File: config.mk
export PLATFORM = sky130hd
export DESIGN_NAME = data_mem_param
export DESIGN_NICKNAME = d
export VERILOG_FILES = /design/src/rtl/data_mem_pkg.sv /design/src/rtl/data_mem_init_fsm.sv /design/src/rtl/data_mem_param.sv
export SDC_FILE = /design/constraint.sdc
export NUM_CORES = 2
export LEC_CHECK = 0
export ABC_AREA = 1
export CELL_PAD_IN_SITES_DETAIL_PLACEMENT = 0
export CELL_PAD_IN_SITES_GLOBAL_PLACEMENT = 1
export CORE_UTILIZATION = 56
export CTS_CLUSTER_DIAMETER = 120
export DETAILED_ROUTE_END_ITERATION = 8
export PLACE_DENSITY = 0.85
export SYNTH_ARGS = -nofsm -noshare
export SYNTH_HDL_FRONTEND = slang
export SYNTH_HIERARCHICAL = 1
export SYNTH_SLANG_ARGS = --single-unit
File: constraint.sdc
create_clock -name Clk -period 19.17 [get_ports Clk]
set_input_delay 3.834 -clock Clk [delete_from_list [all_inputs] [get_ports Clk]]
set_output_delay 3.834 -clock Clk [all_outputs]
set_load 0.01 [all_outputs]
File: src/rtl/data_mem_pkg.sv
// Shared types for data_mem_param: FSM states, default sizes, parity helper.
// Optional parity storage is enabled with DATA_MEM_PARITY_EN.
package data_mem_pkg;

  typedef enum logic {
    S_CLEAR = 1'b0,
    S_IDLE  = 1'b1
  } state_t;

  localparam int DW_DEF    = 8;
  localparam int AW_DEF    = 8;
  localparam int DEPTH_DEF = 256;
  localparam int PAR_W     = 64;

  // Even parity bit: makes the total count of ones even.
  function automatic logic even_par(
    input logic [PAR_W-1:0] d
  );
    return ^d;
  endfunction

endpackage

File: src/rtl/data_mem_init_fsm.sv
// Clear sequencer: walks a pointer over every word after reset or ClrReq.
// Ports: clk, reset, clr_req in; busy, clr_we, clr_addr out.
module data_mem_init_fsm #(
  parameter int AW    = 8,
  parameter int DEPTH = 256,
  parameter int IW    = 8
) (
  input  logic          clk,
  input  logic          reset,
  input  logic          clr_req,
  output logic          busy,
  output logic          clr_we,
  output logic [IW-1:0] clr_addr
);
  import data_mem_pkg::*;

  // One extra bit so DEPTH == 2**AW ends cleanly.
  localparam logic [AW:0] LAST = (AW+1)'(DEPTH - 1);

  state_t      state, state_nxt;
  logic [AW:0] ptr, ptr_nxt;

  always_ff @(posedge clk) begin
    if (reset) begin
      state <= S_CLEAR;
      ptr   <= '0;
      busy  <= 1'b1;
    end else begin
      state <= state_nxt;
      ptr   <= ptr_nxt;
      busy  <= (state_nxt == S_CLEAR);
    end
  end

  always_comb begin
    state_nxt = state;
    ptr_nxt   = ptr;
    unique case (state)
      S_CLEAR: begin
        if (ptr == LAST) begin
          state_nxt = S_IDLE;
          ptr_nxt   = '0;
        end else begin
          ptr_nxt = ptr + 1'b1;
        end
      end
      S_IDLE: begin
        if (clr_req) begin
          state_nxt = S_CLEAR;
          ptr_nxt   = '0;
        end
      end
    endcase
  end

  assign clr_we   = (state == S_CLEAR) && !reset;
  assign clr_addr = ptr[IW-1:0];

endmodule

File: src/rtl/data_mem_param.sv
// Parametrised single-port data memory, sequential clear, registered read.
// Ports: Clk, Reset, WriteEn, ReadEn, ClrReq, DataAddress, DataIn in;
// DataOut, ReadValid, Busy out. DATA_MEM_PARITY_EN adds ParInject/ParErr.
module data_mem_param #(
  parameter int            DW       = 8,
  parameter int            AW       = 8,
  parameter int            DEPTH    = 256,
  parameter logic [DW-1:0] INIT_VAL = '0
) (
  input  logic          Clk,
  input  logic          Reset,
  input  logic          WriteEn,
  input  logic          ReadEn,
  input  logic          ClrReq,
  input  logic [AW-1:0] DataAddress,
  input  logic [DW-1:0] DataIn,
`ifdef DATA_MEM_PARITY_EN
  input  logic          ParInject,
  output logic          ParErr,
`endif
  output logic [DW-1:0] DataOut,
  output logic          ReadValid,
  output logic          Busy
);
  import data_mem_pkg::*;

  localparam int IW = (DEPTH > 1) ? $clog2(DEPTH) : 1;
`ifdef DATA_MEM_PARITY_EN
  localparam int SW = DW + 1;
`else
  localparam int SW = DW;
`endif
  localparam logic [AW:0] DEPTH_L = (AW+1)'(DEPTH);

  logic [SW-1:0] core [DEPTH];

  logic          clr_we;
  logic [IW-1:0] clr_addr;
  logic          in_range;
  logic          acc;
  logic          wr_ok;
  logic          rd_ok;
  logic [IW-1:0] idx;
  logic [SW-1:0] wr_word;
  logic [SW-1:0] clr_word;
  logic [SW-1:0] rd_word;

  data_mem_init_fsm #(
    .AW    (AW),
    .DEPTH (DEPTH),
    .IW    (IW)
  ) u_fsm (
    .clk      (Clk),
    .reset    (Reset),
    .clr_req  (ClrReq),
    .busy     (Busy),
    .clr_we   (clr_we),
    .clr_addr (clr_addr)
  );

  assign in_range = {1'b0, DataAddress} < DEPTH_L;
  assign idx      = DataAddress[IW-1:0];
  // ClrReq wins over any same-cycle access.
  assign acc      = !Reset && !Busy && !ClrReq;
  assign wr_ok    = acc && WriteEn && in_range;
  assign rd_ok    = acc && ReadEn;

`ifdef DATA_MEM_PARITY_EN
  assign wr_word  = {even_par(PAR_W'(DataIn)) ^ ParInject, DataIn};
  assign clr_word = {even_par(PAR_W'(INIT_VAL)), INIT_VAL};
`else
  assign wr_word  = DataIn;
  assign clr_word = INIT_VAL;
`endif

  // Out-of-range reads return zero (with good parity).
  assign rd_word = in_range ? core[idx] : '0;

  always_ff @(posedge Clk) begin
    if (clr_we) begin
      core[clr_addr] <= clr_word;
    end else if (wr_ok) begin
      core[idx] <= wr_word;
    end
  end

  always_ff @(posedge Clk) begin
    if (Reset) begin
      DataOut   <= '0;
      ReadValid <= 1'b0;
`ifdef DATA_MEM_PARITY_EN
      ParErr    <= 1'b0;
`endif
    end else begin
      ReadValid <= rd_ok;
      if (rd_ok) begin
        DataOut <= rd_word[DW-1:0];
`ifdef DATA_MEM_PARITY_EN
        ParErr  <= even_par(PAR_W'(rd_word[DW-1:0])) ^ rd_word[DW];
`endif
      end
    end
  end

endmodule

Yosys cells after proc, flatten, opt, wreduce, memory -nomap -nowiden
Memory sizes are Yosys's and may differ from the RTL's. A register that Yosys moved wholly into a read port is not among the register bits.
Index checks and enable logic that the tools add are counted.
{"block": "classes", "n_addsub": 1, "eq_ne": 2, "muxes": 14, "n_bitwise": 2, "n_reduce_logical": 9}
{"op": "9-bit two-way mux", "n": 2}
{"op": "9-bit case mux with 2 select lines", "n": 1}
{"op": "8-bit two-way mux", "n": 2}
{"op": "9-bit by 1-bit adder with 9-bit output, second input constant", "n": 1}
{"op": "9-bit by 8-bit equality test with 1-bit output, second input constant", "n": 1}
{"op": "1-bit two-way mux", "n": 8}
{"op": "8-bit OR reduction", "n": 1}
{"op": "1-bit logical AND", "n": 5}
{"op": "1-bit logical NOT", "n": 3}
{"op": "2-bit inequality test, second input constant", "n": 1}
{"op": "1-bit inverter", "n": 2}
{"op": "1-bit case mux with 2 select lines", "n": 1}
{"block": "totals", "reg_bits": 12, "ramBits": 2048, "input_bits": 21, "output_inout_bits": 10, "elab_cells": 33, "mem_count": 1}
{"memory": "core", "words": 256, "word_bits": 8, "read_ports": 1, "rd_ports_with_merged_regs": 1, "wr": 1, "line_no": "data_mem_param.sv:35", "text": "logic [SW-1:0] core [DEPTH];"}

Depth between registers and ports, before layout
{"block": "logic_depth", "depth_word": 9, "depth_mapped": 17, "depth_no_buf": 13}

By module
The synthesis kept the hierarchy.
{"module": "data_mem_param", "n_inst": 1, "cells_per_inst": 7077, "area_per_inst_um2": 83822.9}
{"module": "data_mem_init_fsm", "n_inst": 1, "cells_per_inst": 81, "area_per_inst_um2": 639.4}

Worst setup path before layout
Ideal clock, no wire load.
{"block": "synth_path", "path_kind": "input -> register", "start": "input ClrReq", "end": "memory core[0][0] (netlist bit), data pin", "setup_time_ns": 1.390, "t_arrival_ns": 10.383, "required_time_ns": 17.780, "path_slack_ns": 7.397, "path_stages": 6, "path_buffers": 1, "cell_sequence": "inv_1 > nand4_4 > nor2_8 > buf_8 > inv_1 > nor2_1"}
{"block": "synth_via", "elab_chain_cells": 8}
{"element": "from (decl)", "line_no": "data_mem_param.sv:14", "text": "input logic ClrReq,"}
{"element": "1-bit logical NOT", "line_no": "data_mem_param.sv:64", "text": "assign acc = !Reset && !Busy && !ClrReq;"}
{"element": "1-bit logical AND", "line_no": "data_mem_param.sv:64"}
{"element": "1-bit logical AND", "line_no": "data_mem_param.sv:65", "text": "assign wr_ok = acc && WriteEn && in_range;"}
{"element": "1-bit two-way mux", "line_no": "data_mem_param.sv:82", "text": "end else if (wr_ok) begin"}
{"element": "1-bit two-way mux", "line_no": "data_mem_param.sv:80", "text": "if (clr_we) begin"}
{"element": "1-bit two-way mux (not written as such)", "line_no": "data_mem_param.sv:83", "text": "core[idx] <= wr_word;"}
{"element": "8-bit OR reduction (no source line)"}
{"element": "8-bit two-way mux (no source line)"}
{"element": "to (decl)", "line_no": "data_mem_param.sv:35"}
Every way passes these cells.

==> impl_metrics.toml <==
[status]
status = "completed"

[power_and_ir_drop]
fin_total_pwr_mw = 9.200
leakage_nw = 34.23
p_sw_share_pct = 21.38
clockPowerShare_pct = 42.5
intPower_mw = 7.233
power_frac_seq_pct = 53.2
switching_power_mw = 1.967
power.density_nw_per_um2 = 99.89
combPwrFrac_pct = 4.2
peakVddDrop_mv = 0.09821

[critical_path]
critical_path.endpoint_type = "register"
crit_slowest_cell = "buf_4"
path_cells = "buf_8, inv_16, buf_12, buf_4, buf_4, nand2_1, nand3_1, nand3_1, nand3_1, nand3_1, nand3_1, nand3_1, nand2_1, nand2_1, nand3_1, nand2_1, inv_1"
worstPathRequired_ns = 19.96
crit_path_frequent_cell = "nand3_1"
cp_top_family = "buffers and inverters"
crit_arrival_ns = 9.44
start_kind = "input port"
cp_max_fo = 235
crit_type = "in -> reg"
cpPeakStageDelay_ns = 0.98
critPathBufInv = 6

[clock_tree]
cts_hold_buf = 0
clock_latency_ns = 0.85
post_cts.repair.setup_buffers = 0
numCtsBuffers = 200
clk_pin_slew_ns = 0.06
cts_tree = "yes"
htreeDepth = 4
cts-root-buf = "clkbuf_16"
clock_path_buffers = 3
cts.sinks = 2068
cts_resized = 0

[final_layout]
seq_area_um2 = 61900
final_cell_mix = "2,129 x nand2_1, 2,048 x edfxtp_1, 2,028 x nand3_1, 285 x nor2_1, 206 x clkbuf_16"
final_layout_size_suffix_gt1_share_pct = 5.866
areaGrowthSynthToFinish_pct = 9.039
n_fill_cell = 11420
final_area_um2 = 92100
final_common_cell = "nand2_1"
final_cells = 9161
multiInputGateArea_um2 = 19890
nNetsFinal = 6998

[grt]
antenna_found_initial = 5
grt_max_degree = 236
grt_pass1_vias = 51930
track_usage_pct = 29.26
overflow = 0
grt_pass1_wl_mm = 331.5

[placement]
portBuffers = 30
dp_cells = 8790
dp_hpwl_mm = 120.2
gp_congestion = 0.8521
place_area_um2 = 85640
place_ws_ns = 9.690

[detailed_routing]
drc = 0
avgViaCountPerCell = 6.029
first_iter_violations = 7133
wl_per_cell_um = 24.36
drt-total-wl_mm = 223.1
dr.pass1.iters = 6
vias = 55230
drtAntennaViolNets = 0

[timing]
min_period_over_period_pct = 45.13
grt_setup_unrepaired = "false"
hold_violations = 0
report.final.setup_viol = 0
maxSlewHeadroom_pct = 17.29
max_slew.worst_pin.slew_ns = 1.241
period_needed_ns = 8.651
final.setup_skew_ns = 0.03680
drv_slew = 0
fmax_mhz = 115.6
layout_setup_ws_ns = 10.52
setup-tns-final_ns = 0

[synth]
synth.distinct_cells = 39
synth_edf_count = 2048
ys.flop_type = "edfxtp_1"
yosysSeqAreaShare_pct = 73.29
ys_ff_latch = 2068
syn_area_um2 = 84460
yosysWarnings = 6
synth_nets = 7180
synthArstFlopShare_pct = 0
syn_inst = 7158
synth.avg_cell_area_um2 = 11.80

[floorplan]
die_h_um = 390.4
rows = 142
start_util_pct = 56.39
core_area_um2 = 149800
dieArea_um2 = 152400
dieWidth_um = 390.4
ios = 31

[job]
maxCapViolations = 0

[hold_path]
hold_class = "reg -> reg"
Yosys cell counts (6+ instances only):
master / instances / area share [%]
inv_2: 9 / 0.040
buf_1: 58 / 0.26
nor2_1: 293 / 1.3
clkbuf_1: 88 / 0.39
buf_2: 309 / 1.8
buf_4: 23 / 0.20
buf_6: 12 / 0.16
nand2_2: 19 / 0.14
o21ai_2: 6 / 0.062
nand3_1: 2028 / 12
inv_1: 63 / 0.28
nor2_4: 9 / 0.12
nand2_1: 2130 / 9.5
o21a_1: 8 / 0.071
dfxtp_1: 20 / 0.47
edfxtp_1: 2048 / 73
tightest hold or removal path, delay by kind of cell (launching register included):
family / cells / cell delay [ns]
buf+inv: 1 / 0.10
compound gates: 1 / 0.06
flops: 1 / 0.30
through the flow:
step | util (%) | hold WS [ns]
floorplan | - | 0.4428
global placement | 57.18 | 0.4787
detailed placement | 57.18 | 0.4970
CTS | 61.49 | 0.5054
global route | 61.49 | 0.5302
finish | 61.49 | 0.5095
sequential cells by signal, summed over array words and instances (netlist names):
register     cells
DataOut          8
ReadValid        1
core          2048
u_fsm/busy       1
u_fsm/ptr        9
u_fsm/state      1
routing by layer:
| layer | GRT usage (%) | vias up | wire length, um |
|---|---|---|---|
| met5 | 0 | - | 73 |
| li1 | - | 24970 | - |
| met2 | 44.77 | 2887 | 103600 |
| met1 | 42.31 | 26940 | 90070 |
| met4 | 10.49 | 10 | 7271 |
| met3 | 5.371 | 422 | 22160 |
final cells by class:
class	instances	area share, %
diodes	2	0.005434
clock buffers	258	5.820
clock inverters	111	1.187
inverters	78	0.3614
multi-input cells	4520	21.60
flip-flops and latches	2068	67.21
well taps	2016	2.739
repair buffers	108	1.076
power groups by stage:
| stage | combinational, mW | sequential [mW] | clock, mW |
|---|---|---|---|
| finish | 0.390 | 4.90 | 3.91 |
| global route | 0.414 | 4.89 | 4.10 |
| CTS | 0.383 | 4.90 | 3.93 |
| detailed placement | 0.381 | 4.99 | 0 |
| global placement | 0.380 | 4.99 | 0 |
| floorplan | 0.253 | 4.99 | 0 |
path summary, 6_finish.rpt:
| kind | start | to | slack (ns) | cells after the start |
|---|---|---|---|---|
| hold reg to reg | u_fsm/ptr[8]$_SDFFE_PP0P_ | u_fsm/ptr[8]$_SDFFE_PP0P_ | 0.51 | 2 |
| hold / removal | u_fsm/ptr[8]$_SDFFE_PP0P_ | u_fsm/ptr[8]$_SDFFE_PP0P_ | 0.51 | 2 |
| setup / recovery | DataAddress[0] | DataOut[1]$_SDFFE_PP0P_ | 10.52 | 17 |
| setup reg to reg | u_fsm/busy$_SDFF_PP1_ | core[19][2]$_DFFE_PP_ | 14.05 | 8 |
cells by family after synthesis:
group	share of synthesized area, %
DFF	73.29
buffers and inverters	3.235
and+or+nand+nor	23.23
muxes	0.01185
adders and majority gates	0.01481
AOI/OAI and AO/OA	0.2089
xor gates and xnor gates	0.01037
Note: power is estimated with default switching activity, not from simulation.
